**config.mk**
```make
export PLATFORM = sky130hd
export DESIGN_NAME = gpu_char_writer_flat
export DESIGN_NICKNAME = d
export VERILOG_FILES = /design/src/rtl/gpu_char_writer_if.sv /design/src/rtl/gpu_char_writer.sv /design/src/flat_wrapper.sv
export SDC_FILE = /design/constraint.sdc
export NUM_CORES = 1
export LEC_CHECK = 0
export CORE_UTILIZATION = 50
export DETAILED_ROUTE_END_ITERATION = 8
export PLACE_DENSITY_LB_ADDON = 0.12
export SYNTH_ARGS = -nofsm -noshare
export SYNTH_HDL_FRONTEND = slang
export SYNTH_SLANG_ARGS = --single-unit
export TNS_END_PERCENT = 20
```
**constraint.sdc**
```tcl
create_clock -name clock -period 3.7 [get_ports clock]
set_input_delay 1.11 -clock clock [delete_from_list [all_inputs] [get_ports clock]]
set_output_delay 1.11 -clock clock [all_outputs]
set_load 0.05 [all_outputs]
```
**src/rtl/gpu_char_writer_if.sv**
```systemverilog
// Command handshake and framebuffer port bundle for gpu_char_writer.
interface gpu_char_writer_if #(
    parameter int unsigned framebufferSizeAddress = 11
);
    logic                              cmdValid;
    logic                              cmdReady;
    logic [1:0]                        cmdOp;
    logic [12:0]                       cmdIndex;
    logic [15:0]                       cmdChar;
    logic [framebufferSizeAddress-1:0] fbAddress;
    logic [63:0]                       fbIn;
    logic                              fbWrite;
    logic [63:0]                       fbOut;
    logic                              busy;

    modport slave (
        input  cmdValid, cmdOp, cmdIndex, cmdChar, fbOut,
        output cmdReady, fbAddress, fbIn, fbWrite, busy
    );

    modport master (
        output cmdValid, cmdOp, cmdIndex, cmdChar, fbOut,
        input  cmdReady, fbAddress, fbIn, fbWrite, busy
    );
endinterface

```
**src/rtl/gpu_char_writer.sv**
```systemverilog
// Text framebuffer command front end: WRITE (read-modify-write of one lane),
// CLEAR (bulk fill) and SCROLL (row copy plus bottom-row fill).
module gpu_char_writer #(
    parameter int unsigned framebufferSize        = 1200,
    parameter int unsigned framebufferSizeAddress = 11,
    parameter int unsigned rowWords               = 20
) (
    input  logic                clock,
    input  logic                reset_n,
    gpu_char_writer_if.slave    bus
);
    localparam int unsigned AW = framebufferSizeAddress;
    localparam logic [AW-1:0] LAST_WORD  = AW'(framebufferSize - 1);
    localparam logic [AW-1:0] SCR_LAST   = AW'(framebufferSize - rowWords - 1);
    localparam logic [AW-1:0] FILL_START = AW'(framebufferSize - rowWords);
    localparam logic [AW-1:0] ROW        = AW'(rowWords);
    localparam logic [12:0]   CHAR_COUNT = 13'(framebufferSize * 4);

    typedef enum logic [2:0] {IDLE, WR_RD, CLR, SCR_RD, SCR_WR, SCR_FILL} state_t;

    state_t        state_q, state_d;
    logic [AW-1:0] cnt_q, cnt_d;
    logic [15:0]   char_q, char_d;
    logic [1:0]    lane_q, lane_d;
    logic [AW-1:0] addr_q, addr_d;
    logic [63:0]   data_q, data_d;
    logic          wr_q, wr_d;
    logic [63:0]   fill_word;

    assign fill_word     = {4{char_q}};
    assign bus.cmdReady  = (state_q == IDLE);
    assign bus.busy      = (state_q != IDLE);
    assign bus.fbAddress = addr_q;
    assign bus.fbIn      = data_q;
    assign bus.fbWrite   = wr_q;

    always_ff @(posedge clock or negedge reset_n) begin
        if (!reset_n) begin
            state_q <= IDLE;
            cnt_q   <= '0;
            char_q  <= '0;
            lane_q  <= '0;
            addr_q  <= '0;
            data_q  <= '0;
            wr_q    <= 1'b0;
        end else begin
            state_q <= state_d;
            cnt_q   <= cnt_d;
            char_q  <= char_d;
            lane_q  <= lane_d;
            addr_q  <= addr_d;
            data_q  <= data_d;
            wr_q    <= wr_d;
        end
    end

    // Outputs are computed one cycle ahead so fbAddress/fbIn/fbWrite leave registers.
    always_comb begin
        state_d = state_q;
        cnt_d   = cnt_q;
        char_d  = char_q;
        lane_d  = lane_q;
        addr_d  = addr_q;
        data_d  = data_q;
        wr_d    = 1'b0;
        case (state_q)
            IDLE: begin
                if (bus.cmdValid) begin
                    char_d = bus.cmdChar;
                    lane_d = bus.cmdIndex[1:0];
                    case (bus.cmdOp)
                        2'b00: begin
                            if (bus.cmdIndex < CHAR_COUNT) begin
                                state_d = WR_RD;
                                addr_d  = AW'(bus.cmdIndex >> 2);
                            end
                        end
                        2'b01: begin
                            state_d = CLR;
                            cnt_d   = '0;
                            addr_d  = '0;
                            data_d  = {4{bus.cmdChar}};
                            wr_d    = 1'b1;
                        end
                        2'b10: begin
                            state_d = SCR_RD;
                            cnt_d   = '0;
                            addr_d  = ROW;
                        end
                        default: ;
                    endcase
                end
            end
            WR_RD: begin
                data_d = bus.fbOut;
                case (lane_q)
                    2'd0: data_d[15:0]  = char_q;
                    2'd1: data_d[31:16] = char_q;
                    2'd2: data_d[47:32] = char_q;
                    default: data_d[63:48] = char_q;
                endcase
                wr_d    = 1'b1;
                state_d = IDLE;
            end
            CLR, SCR_FILL: begin
                if (cnt_q == LAST_WORD) begin
                    state_d = IDLE;
                end else begin
                    cnt_d  = cnt_q + 1'b1;
                    addr_d = cnt_q + 1'b1;
                    data_d = fill_word;
                    wr_d   = 1'b1;
                end
            end
            SCR_RD: begin
                addr_d  = cnt_q;
                data_d  = bus.fbOut;
                wr_d    = 1'b1;
                state_d = SCR_WR;
            end
            SCR_WR: begin
                if (cnt_q == SCR_LAST) begin
                    state_d = SCR_FILL;
                    cnt_d   = FILL_START;
                    addr_d  = FILL_START;
                    data_d  = fill_word;
                    wr_d    = 1'b1;
                end else begin
                    state_d = SCR_RD;
                    cnt_d   = cnt_q + 1'b1;
                    addr_d  = cnt_q + ROW + 1'b1;
                end
            end
            default: state_d = IDLE;
        endcase
    end
endmodule
```
**src/flat_wrapper.sv**
```systemverilog
// flat-port wrapper written by rule: the top's interface ports become plain ports
module gpu_char_writer_flat 
#(
    parameter int unsigned framebufferSize        = 1200,
    parameter int unsigned framebufferSizeAddress = 11,
    parameter int unsigned rowWords               = 20
)
  (clock, reset_n, bus_cmdValid, bus_cmdOp, bus_cmdIndex, bus_cmdChar, bus_fbOut, bus_cmdReady, bus_fbAddress, bus_fbIn, bus_fbWrite, bus_busy);
  gpu_char_writer_if #(.framebufferSizeAddress(framebufferSizeAddress)) bus_i ();
  input  logic clock;
  input  logic reset_n;
  input wire logic [$bits(bus_i.cmdValid)-1:0] bus_cmdValid;
  input wire logic [$bits(bus_i.cmdOp)-1:0] bus_cmdOp;
  input wire logic [$bits(bus_i.cmdIndex)-1:0] bus_cmdIndex;
  input wire logic [$bits(bus_i.cmdChar)-1:0] bus_cmdChar;
  input wire logic [$bits(bus_i.fbOut)-1:0] bus_fbOut;
  output wire logic [$bits(bus_i.cmdReady)-1:0] bus_cmdReady;
  output wire logic [$bits(bus_i.fbAddress)-1:0] bus_fbAddress;
  output wire logic [$bits(bus_i.fbIn)-1:0] bus_fbIn;
  output wire logic [$bits(bus_i.fbWrite)-1:0] bus_fbWrite;
  output wire logic [$bits(bus_i.busy)-1:0] bus_busy;
  assign bus_i.cmdValid = bus_cmdValid;
  assign bus_i.cmdOp = bus_cmdOp;
  assign bus_i.cmdIndex = bus_cmdIndex;
  assign bus_i.cmdChar = bus_cmdChar;
  assign bus_i.fbOut = bus_fbOut;
  assign bus_cmdReady = bus_i.cmdReady;
  assign bus_fbAddress = bus_i.fbAddress;
  assign bus_fbIn = bus_i.fbIn;
  assign bus_fbWrite = bus_i.fbWrite;
  assign bus_busy = bus_i.busy;
  gpu_char_writer #(.framebufferSize(framebufferSize), .framebufferSizeAddress(framebufferSizeAddress), .rowWords(rowWords)) u_core (.clock(clock), .reset_n(reset_n), .bus(bus_i));
endmodule
```
==> summary.txt, run 1 <==
Synthesis
  – Mapped Nets: 744
  – Synth Register Bits: 108
  – Yosys top cell area share: 0.3910
  – Async set-or-reset flop fraction in the synthesized netlist: 1.000
  – Sequential area share after synthesis: 0.3910
  – Avg Cell Area, Syn: 10.77 µm²
  – Ys Warns: 0
  – Post-Syn Instances: 642
  – Post-synth top flop: dfrtp_1
  – Area leader, netlist: dfrtp_1
  – Yosys cell types: 55
  – Synth top area cells: dfrtp_1 39%, mux2_4 13%, mux2i_1 9.6%, o21ai_0 7.0%, mux2_2 5.7%
  – Cell area after synthesis: 6912 µm²
  – Post-synth EDFFs: 0

Global route
  – Top Usage Layer GRT: met2
  – GRT Total Usage: 0.3112
  – GR Util met1: 0.3993
  – Vias in the first global route: 6091
  – Met2 usage: 0.5119
  – Global routing usage on met3: 0.04040
  – GRT Residual Overflow: 0
  – First-pass GRT wire length: 34020 µm
  – Largest net degree at the start of global routing: 66
  – Initial antenna violation count: 1

Floorplanning
  – Die X-Extent: 119.6 µm
  – Core area: 13350 µm²
  – Die area: 14300 µm²
  – Starting Density: 0.5178
  – IO Count: 176
  – Die Y-Extent: 119.6 µm
  – Rows: 42

Placed design
  – Port Buf Inserts: 175
  – Hpwl dp: 16140 µm
  – Worst slack at placement: 0.08136 ns
  – Final RePlAce weighted congestion: 0.9165

Worst setup path
  – WP data required: 3.94 ns
  – Critical path class: in2reg
  – Crit path DAT: 3.49 ns
  – CP Launch Type: input pin
  – Reg2reg path depth: 7
  – Crit-path max FO: 11
  – Crit end category: flip-flop

Timing
  – Max Freq: 307.8 MHz
  – Fin crit period: 3.249 ns
  – Worst Tran Pin Value: 1.126 ns
  – Final Hold Viols: 0
  – Period utilization: 0.8782
  – Setup_tns: 0 ns
  – Fin worst setup slack: 0.4506 ns
  – Final clock skew: 0.008472 ns
  – RSZ-0062 raised after global routing: false
  – Max_slew headroom: 0.2474
  – Fin. max-slew vios: 0
  – # setup viols final: 0

Worst hold path
  – Hold depth: 1
  – Hold Path Class: reg2reg

Drt
  – Drt first pass iters: 5
  – DR vias/cell: 6.224
  – Routed Antenna Nets: 0
  – WL final: 21890 µm
  – Remaining DRCs: 0
  – DRT iter0 DRCs: 546
  – WL/cell: 22.24 µm
  – DR vias: 6124

Clock network
  – Total CTS buffers: 9
  – CTS tree: built
  – Setup Buffers After CTS: 0
  – Max Root-Sink Buffers: 2
  – Worst-path clk slew: 0.07 ns
  – Count of clock tree sinks: 108
  – Max H-tree Level: 3
  – Post-cts hold buffer count: 0
  – Clock latency at the later pin of the worst-skew pair: 0.35 ns
  – CTS root buf: clkbuf_16
  – Post-CTS Resized: 0

Power and ir drop
  – Power share of the sequential group: 0.437
  – Sw Ratio: 0.3082
  – Internal power: 0.002138 W
  – Switching power: 0.0009526 W
  – Logic gate share of total power: 0.240
  – Clk pwr share: 0.323
  – P per Cell Area: 337.1 nW/µm²
  – Power Total: 0.003090 W
  – Max IR drop VDD: 0.2982 mV
  – LEAKAGE: 4.066 nW

Cells and area
  – Fillers: 1036
  – Nets: 904
  – Synth-to-layout area growth: 32.64%
  – Commonest cells after routing, fill and taps aside: 172 x clkdlybuf4s50_1, 108 x dfrtp_1, 97 x o21ai_0
  – Reg area: 2703 µm²
  – Multi-input logic area: 3920 µm²
  – Commonest non-fill, non-tap cell in the layout: clkdlybuf4s50_1
  – Layout cell share with drive strength beyond 1: 0.1797

Status
  – Status: finished, final reports clean

Flow run
  – Max cap viols: 0
[critical path, cell delays in order]
cell	delay, ns
clkdlybuf4s50_1	0.50
inv_1	0.07
ha_1	0.20
or3_1	0.35
o2111ai_1	0.12
nand2_1	0.11
a221o_1	0.62
mux2_4	0.39
[path summary, 6_finish.rpt]
check                                        start                        to  slack (ns)
min in group asynchronous                  reset_n        u_core.bus.fbIn[3]        0.70
max in group asynchronous                  reset_n       u_core.bus.fbIn[55]        2.26
setup reg to reg                   u_core.cnt_q[1]       u_core.bus.fbIn[54]        0.61
setup / recovery                      bus_cmdOp[1]  u_core.bus.fbAddress[10]        0.45
hold reg to reg            u_core.bus.fbAddress[5]   u_core.bus.fbAddress[5]        0.51
hold / removal             u_core.bus.fbAddress[5]   u_core.bus.fbAddress[5]        0.51
[cell type report]
class / instances / area share
Multi-Input combinational cell: 468 / 0.4276
Tap cell: 176 / 0.02402
Inverter: 14 / 0.005732
Timing Repair Buffer: 201 / 0.2143
Antenna cell: 1 / 0.0002730
Clock inverter: 3 / 0.004913
Clock buffer: 13 / 0.02839
Sequential cell: 108 / 0.2948
[power by group through the flow]
stage / clock [W] / sequential [W] / combinational [W]
2_1_floorplan: 0 / 0.00141 / 0.000372
3_3_place_gp: 0 / 0.00137 / 0.000726
3_5_place_dp: 0 / 0.00137 / 0.000736
4_1_cts: 0.00102 / 0.00135 / 0.000740
5_1_grt: 0.00106 / 0.00136 / 0.000798
6_report: 0.00100 / 0.00135 / 0.000741
[metrics by stage]
stage	instance area (µm²)	util	instances	hold WS (ns)
floorplan	6912	-	642	0.5414
global placement	8860	0.6638	967	0.4917
detailed placement	8860	0.6638	967	0.4935
CTS	9165	0.6866	983	0.5130
global route	9168	0.6868	984	0.5172
finish	9168	0.6868	984	0.5111
[sequential cells by signal, indices dropped and copies added, names as in the netlist]
signal                flops
u_core.bus.fbWrite        1
u_core.cnt_q             11
u_core.char_q            16
u_core.lane_q             2
u_core.state_q            3
u_core.bus.fbIn          64
u_core.bus.fbAddress     11
[layer usage]
| layer | up-vias | share of wire |
|---|---|---|
| met5 | - | 0 |
| met4 | 0 | 0.041 |
| met3 | 57 | 0.058 |
| met2 | 287 | 0.49 |
| met1 | 3030 | 0.41 |
| li1 | 2750 | - |
[kinds of logic after synthesis]
logic type,share of synthesized area
XOR/XNOR,0.01394
AND/OR/NAND/NOR,0.07730
multiplexers,0.2786
AO/OA/AOI/OAI,0.1848
flip-flops,0.3910
adder cells (fa/ha/maj),0.008690
buffers and inverters,0.04562
[cell usage after synthesis (all sizes together), types with 6 or more instances]
cell    instances
nand2          22
nor3           10
a21oi          14
xnor2           7
buf            26
inv            14
mux2           93
o21ai         100
a22o           18
nand3           6
dfrtp         108
mux2i          66
clkbuf         26
a221o          21
or3             9
nor2           16
Note: power is estimated with default switching activity, not from simulation.
==> run 2, diff against run 1 <==
--- a/config.mk
+++ b/config.mk
@@ -5,6 +5,7 @@
 export SDC_FILE = /design/constraint.sdc
 export NUM_CORES = 1
 export LEC_CHECK = 0
+export CORE_ASPECT_RATIO = 1.1
 export CORE_UTILIZATION = 50
 export DETAILED_ROUTE_END_ITERATION = 8
 export PLACE_DENSITY_LB_ADDON = 0.12
==> run 2 against run 1 <==
  * Via count shrank 1.4%
  * Clock power shrank 7%
  * Sequential share of layout area is essentially flat
  * Cell count grew 0.41%
  * Combinational power shrank 8.5%
  * Die area is essentially flat
  * Register-to-register slack gained 0.34 ns
  * Utilization is essentially flat
  * Largest cell class unchanged
==> summary.txt, run 2 (same netlist as run 1, synthesis figures left out) <==
Cells and area
  – Layout cell share with drive strength beyond 1: 0.1754
  – Commonest non-fill, non-tap cell in the layout: clkdlybuf4s50_1
  – Commonest cells after routing, fill and taps aside: 172 x clkdlybuf4s50_1, 108 x dfrtp_1, 97 x o21ai_0
  – Largest register FFs: 64
  – Nets: 901
  – Synth-to-layout area growth: 32.44%
  – Antenna diode count: 0
  – Fin util: 0.6871

Drt
  – Drt first pass iters: 5
  – DR vias/cell: 6.111
  – DRT iter0 DRCs: 504
  – Routed Antenna Nets: 0
  – Remaining DRCs: 0
  – WL final: 20970 µm
  – DR vias: 6038
  – WL/cell: 21.23 µm

Timing
  – Fin worst setup slack: 0.5641 ns
  – RSZ-0062 raised after global routing: false
  – Worst Tran Pin Value: 0.9907 ns
  – Setup_tns: 0 ns
  – Fin crit period: 3.136 ns
  – Max Freq: 318.9 MHz
  – Final Hold Viols: 0
  – Fin. max-slew vios: 0
  – Period utilization: 0.8475
  – Final clock skew: 0.01517 ns
  – Max_slew headroom: 0.3372
  – # setup viols final: 0

Global route
  – Global routing usage on met3: 0.05720
  – GRT Total Usage: 0.2964
  – Vias in the first global route: 5957
  – GRT Residual Overflow: 0
  – Largest net degree at the start of global routing: 66
  – Top Usage Layer GRT: met2
  – GR Util met1: 0.3787
  – Met2 usage: 0.4870
  – Initial antenna violation count: 0
  – First-pass GRT wire length: 32650 µm

Floorplanning
  – IO Count: 176
  – Starting Density: 0.5188
  – Core area: 13320 µm²
  – Die Y-Extent: 125.3 µm
  – Rows: 44
  – Die area: 14300 µm²
  – Die X-Extent: 114.1 µm

Clock network
  – Count of clock tree sinks: 108
  – Clock latency at the later pin of the worst-skew pair: 0.35 ns
  – Max Root-Sink Buffers: 2
  – Worst-path clk slew: 0.07 ns
  – Post-cts hold buffer count: 0
  – Total CTS buffers: 9
  – CTS root buf: clkbuf_16
  – CTS tree: built
  – Max H-tree Level: 3
  – Setup Buffers After CTS: 0
  – Post-CTS Resized: 0

Worst setup path
  – Crit-path cells: clkdlybuf4s50_1 -> inv_1 -> ha_1 -> or3_1 -> o2111ai_1 -> nand2_1 -> a221o_1 -> buf_12 -> mux2_4
  – Crit path DAT: 3.36 ns
  – Critical path class: in2reg
  – CP top delay family: buffers and inverters
  – Crit end category: flip-flop
  – Crit-path slowest cell: clkdlybuf4s50_1
  – Buf+Inv Stages, Crit Path: 3
  – Crit-path max FO: 11
  – CP Launch Type: input pin
  – WP data required: 3.93 ns
  – Crit-path max cell delay: 0.48 ns

Power and ir drop
  – Internal power: 0.002063 W
  – Clk pwr share: 0.310
  – LEAKAGE: 4.060 nW
  – Logic gate share of total power: 0.227
  – Max IR drop VDD: 0.3561 mV
  – P per Cell Area: 327.0 nW/µm²
  – Switching power: 0.0009306 W
  – Power share of the sequential group: 0.464
  – Sw Ratio: 0.3109

Placed design
  – Worst slack at placement: 0.2021 ns
  – Final RePlAce weighted congestion: 0.8919
  – Port Buf Inserts: 175
  – Hpwl dp: 15310 µm

Flow run
  – Max cap viols: 0

Worst hold path
  – Hold Path Class: reg2reg

Status
  – Status: finished, final reports clean
## run 2: cell count changes in the layout (fill, tap and decap cells not counted), sizes merged
cell      change
clkinv        +1
buf           -3
inv           +1
bufinv        -1
diode         -1
clkbuf        +1
clkinvlp      -2
## run 2: worst register-to-register path: stages, from the launching register on
cell	delay, ns
dfrtp_1	0.33
buf_4	0.16
ha_1	0.30
nand4b_1	0.18
or4_1	0.64
o21ai_1	0.23
a22oi_2	0.10
buf_12	0.23
mux2_4	0.48
## run 2: power by group through the flow
| stage | sequential, W | combinational (W) | clock, W |
|---|---|---|---|
| finish | 0.00139 | 0.000678 | 0.000927 |
| global route | 0.00140 | 0.000727 | 0.000995 |
| CTS | 0.00138 | 0.000679 | 0.000944 |
| detailed placement | 0.00141 | 0.000676 | 0 |
| global placement | 0.00140 | 0.000672 | 0 |
| floorplan | 0.00141 | 0.000372 | 0 |
## run 2: worst paths after layout
check | from | to | slack, ns | depth (start not counted)
setup / recovery | bus_cmdOp[0] | u_core.bus.fbAddress[8] | 0.56 | 9
hold / removal | u_core.bus.fbAddress[3] | u_core.bus.fbAddress[3] | 0.51 | 1
setup reg to reg | u_core.cnt_q[1] | u_core.bus.fbIn[44] | 0.95 | 8
hold reg to reg | u_core.bus.fbAddress[3] | u_core.bus.fbAddress[3] | 0.51 | 1
max in group asynchronous | reset_n | u_core.bus.fbIn[54] | 2.12 | 2
min in group asynchronous | reset_n | u_core.bus.fbIn[3] | 0.84 | 1
## run 2: per-stage QoR
step                instance area (µm²)  power (W)  hold slack [ns]  instances
finish                             9154   0.002993           0.5114        988
global route                       9154   0.003126           0.5268        988
CTS                                9154   0.003008           0.5153        988
detailed placement                 8872   0.002081           0.4930        972
global placement                   8872   0.002076           0.4890        972
floorplan                          6912   0.001778           0.5414        642
## run 2: area by class of cell
type                       instances  area (µm²)
fill                            1004        4169
inverter                          14       52.55
tap                              184       230.2
multi-input combinational        468        3920
clock inverter                     2       17.52
sequential                       108        2703
clock buffer                      14       264.0
timing repair buffer             198        1967
## run 2: per-layer routing
| metal | part of all wire | up-vias |
|---|---|---|
| met1 | 0.41 | 2968 |
| met3 | 0.064 | 47 |
| met2 | 0.50 | 273 |
| met4 | 0.035 | 0 |
| met5 | 0 | - |
| li1 | - | 2750 |
==> run 3, diff against run 2 <==
==> constraint.sdc (replaced) <==
create_clock -name clock -period 2.9 [get_ports clock]
set_input_delay 0.87 -clock clock [delete_from_list [all_inputs] [get_ports clock]]
set_output_delay 0.87 -clock clock [all_outputs]
set_load 0.05 [all_outputs]
==> run 3 against run 2 <==
  * Sequential power rose by 20%
  * Largest power group unchanged
  * Wire length rose by 2.7%
  * Cell count rose by 2.9%
  * Utilization rose by 2.0 points
  * Via count rose by 2.3%
  * Non-clock buffer count rose by 31
  * Critical endpoint is now u_core.bus.fbAddress[5]
  * Clock power rose by 22%
==> summary.txt, run 3 (same netlist as run 1, synthesis figures left out) <==
Power and ir drop
  – P per Cell Area: 409.0 nW/µm²
  – Max IR drop VDD: 0.4829 mV
  – LEAKAGE: 4.229 nW
  – Power Total: 0.003854 W

Drt
  – Remaining DRCs: 0
  – Highest metal used: met4
  – DR vias: 6179
  – DRT iter0 DRCs: 574
  – Met3 WL: 1439 µm
  – Drt first pass iters: 5
  – WL/cell: 21.18 µm
  – Met2 wire length: 10790 µm
  – WL final: 21540 µm
  – DR vias/cell: 6.076
  – Routed Antenna Nets: 0
  – M1 wire length: 8480 µm

Timing
  – Final clock skew: 0.009479 ns
  – Max Freq: 356.8 MHz
  – Worst hold margin: 0.3203 ns
  – Fin worst setup slack: 0.09745 ns
  – Period utilization: 0.9664
  – Fin crit period: 2.803 ns
  – RSZ-0062 raised after global routing: false
  – Worst Tran Pin Value: 1.209 ns
  – Final Hold Viols: 0
  – Max_slew headroom: 0.1934
  – # setup viols final: 0
  – Fin. max-slew vios: 0

Cells and area
  – Antenna diode count: 0
  – Synth-to-layout area growth: 36.33%
  – Fillers: 1017
  – Largest register FFs: 64
  – Nets: 932
  – Layout cell share with drive strength beyond 1: 0.2101
  – Commonest cells after routing, fill and taps aside: 172 x clkdlybuf4s50_1, 108 x dfrtp_1, 97 x o21ai_0
  – Commonest non-fill, non-tap cell in the layout: clkdlybuf4s50_1

Status
  – Status: finished, final reports clean

Worst setup path
  – Crit-path slowest cell: clkdlybuf4s50_1
  – Critical path class: in2reg
  – CP top delay family: buffers and inverters
  – R2R Path End: u_core.bus.fbIn[32]
  – Register-to-register setup slack: 0.30 ns
  – Crit path depth: 9
  – Reg2reg path depth: 7
  – Crit path DAT: 3.05 ns
  – Crit-path cells: clkdlybuf4s50_1 -> inv_2 -> ha_1 -> or3_1 -> o2111ai_2 -> nand2_1 -> a221o_1 -> buf_12 -> mux2_4
  – CP endpoint: u_core.bus.fbAddress[5]
  – Worst r2r src: u_core.cnt_q[7]
  – Buf+Inv Stages, Crit Path: 3
  – CP Launch Type: input pin
  – WP data required: 3.14 ns
  – Crit end category: flip-flop
  – Crit-path max cell delay: 0.50 ns
  – Critical Path Start: bus_cmdOp[0]
  – Crit-path max FO: 11

Flow run
  – Max cap viols: 0

Global route
  – First-pass GRT wire length: 33800 µm
  – GRT Residual Overflow: 0
  – GRT Total Usage: 0.3076
  – Vias in the first global route: 6185
  – Initial antenna violation count: 0
  – Largest net degree at the start of global routing: 68

Placed design
  – Worst slack at placement: -0.3260 ns
  – Final RePlAce weighted congestion: 0.9644
  – Hpwl dp: 16220 µm
  – Port Buf Inserts: 175

Clock network
  – Max Root-Sink Buffers: 2
  – Count of clock tree sinks: 108
  – Total CTS buffers: 9
  – Max H-tree Level: 3
  – CTS tree: built
  – Post-cts hold buffer count: 0
  – Clock latency at the later pin of the worst-skew pair: 0.36 ns
  – CTS root buf: clkbuf_16
  – Worst-path clk slew: 0.07 ns

Floorplanning
  – Die Y-Extent: 125.3 µm
  – Rows: 44
  – Core area: 13320 µm²
  – Die X-Extent: 114.1 µm
  – Die area: 14300 µm²
  – IO Count: 176
  – Starting Density: 0.5188

Worst hold path
  – Hold Path Class: in2async
-- run 3: cell count changes in the layout (fill, tap and decap cells not counted) --
cell       previous run  this run
nor3_2                0         1
o2111ai_2             0         1
inv_1                13        12
inv_2                 1         2
nor3_1                9         8
buf_4                22        49
clkbuf_8              2         0
buf_12                4         8
o2111ai_1             2         1
clkinv_2              0         2
clkbuf_1              3         1
-- run 3: final cells by class --
class / instances / area (µm²) / area share
clock buffer: 10 / 229.0 / 0.02430
clock inverter: 4 / 27.53 / 0.002921
inverter: 14 / 52.55 / 0.005577
multi-input combinational: 468 / 3931 / 0.4172
sequential: 108 / 2703 / 0.2868
tap: 184 / 230.2 / 0.02443
timing repair buffer: 229 / 2250 / 0.2387
-- run 3: worst min path at each step --
stage / startpoint / endpoint / slack, ns / cells past startpoint
2_1_floorplan: u_core.cnt_q[10] / u_core.cnt_q[10] / 0.54 / 1
3_3_place_gp: u_core.bus.fbIn[53] / u_core.bus.fbIn[53] / 0.49 / 1
3_5_place_dp: u_core.bus.fbIn[61] / u_core.bus.fbIn[61] / 0.49 / 1
4_1_cts: reset_n / u_core.bus.fbIn[3] / 0.31 / 1
5_1_grt: reset_n / u_core.bus.fbIn[3] / 0.32 / 1
6_report: reset_n / u_core.bus.fbIn[3] / 0.32 / 1
-- run 3: metrics by stage --
step | cell area (µm²) | TNS [ns] | util | cells
finish | 9423 | 0 | 0.7073 | 1017
global route | 9423 | 0 | 0.7073 | 1017
global placement | 9160 | -4.053 | 0.6875 | 1003
CTS | 9417 | 0 | 0.7068 | 1017
detailed placement | 9160 | -7.672 | 0.6875 | 1003
floorplan | 6917 | 0 | - | 642
-- run 3: what timing repair did --
| item | in CTS | in global routing |
|---|---|---|
| gates resized for setup | 0 | 2 |
| setup endpoints to repair | 0 | 10 |
| setup buffers | 0 | 0 |
| endpoints found under the hold margin | 0 | 0 |
-- run 3: report_power, final --
part / total, W / switching, W / internal, W / leakage, nW
registers: 0.00167 / 0.0000806 / 0.00159 / 1.45
logic: 0.00105 / 0.000581 / 0.000474 / 2.65
clock network: 0.00113 / 0.000557 / 0.000576 / 0.129
total: 0.00385 / 0.00122 / 0.00264 / 4.23
-- run 3: routing by layer --
| metal | vias up | global-route usage |
|---|---|---|
| li1 | 2812 | - |
| met1 | 3032 | 0.3741 |
| met2 | 283 | 0.5248 |
| met3 | 52 | 0.05284 |
| met4 | 0 | 0.1482 |
| met5 | - | 0 |
-- run 3: worst reg2reg max path: stages, from the launching register on --
cell and delay, ns:
dfrtp_1 0.51, nand4bb_1 0.25, or4_1 0.74, o21ai_1 0.23, a22oi_2 0.09, buf_12 0.18
buf_12 0.18, mux2_4 0.31
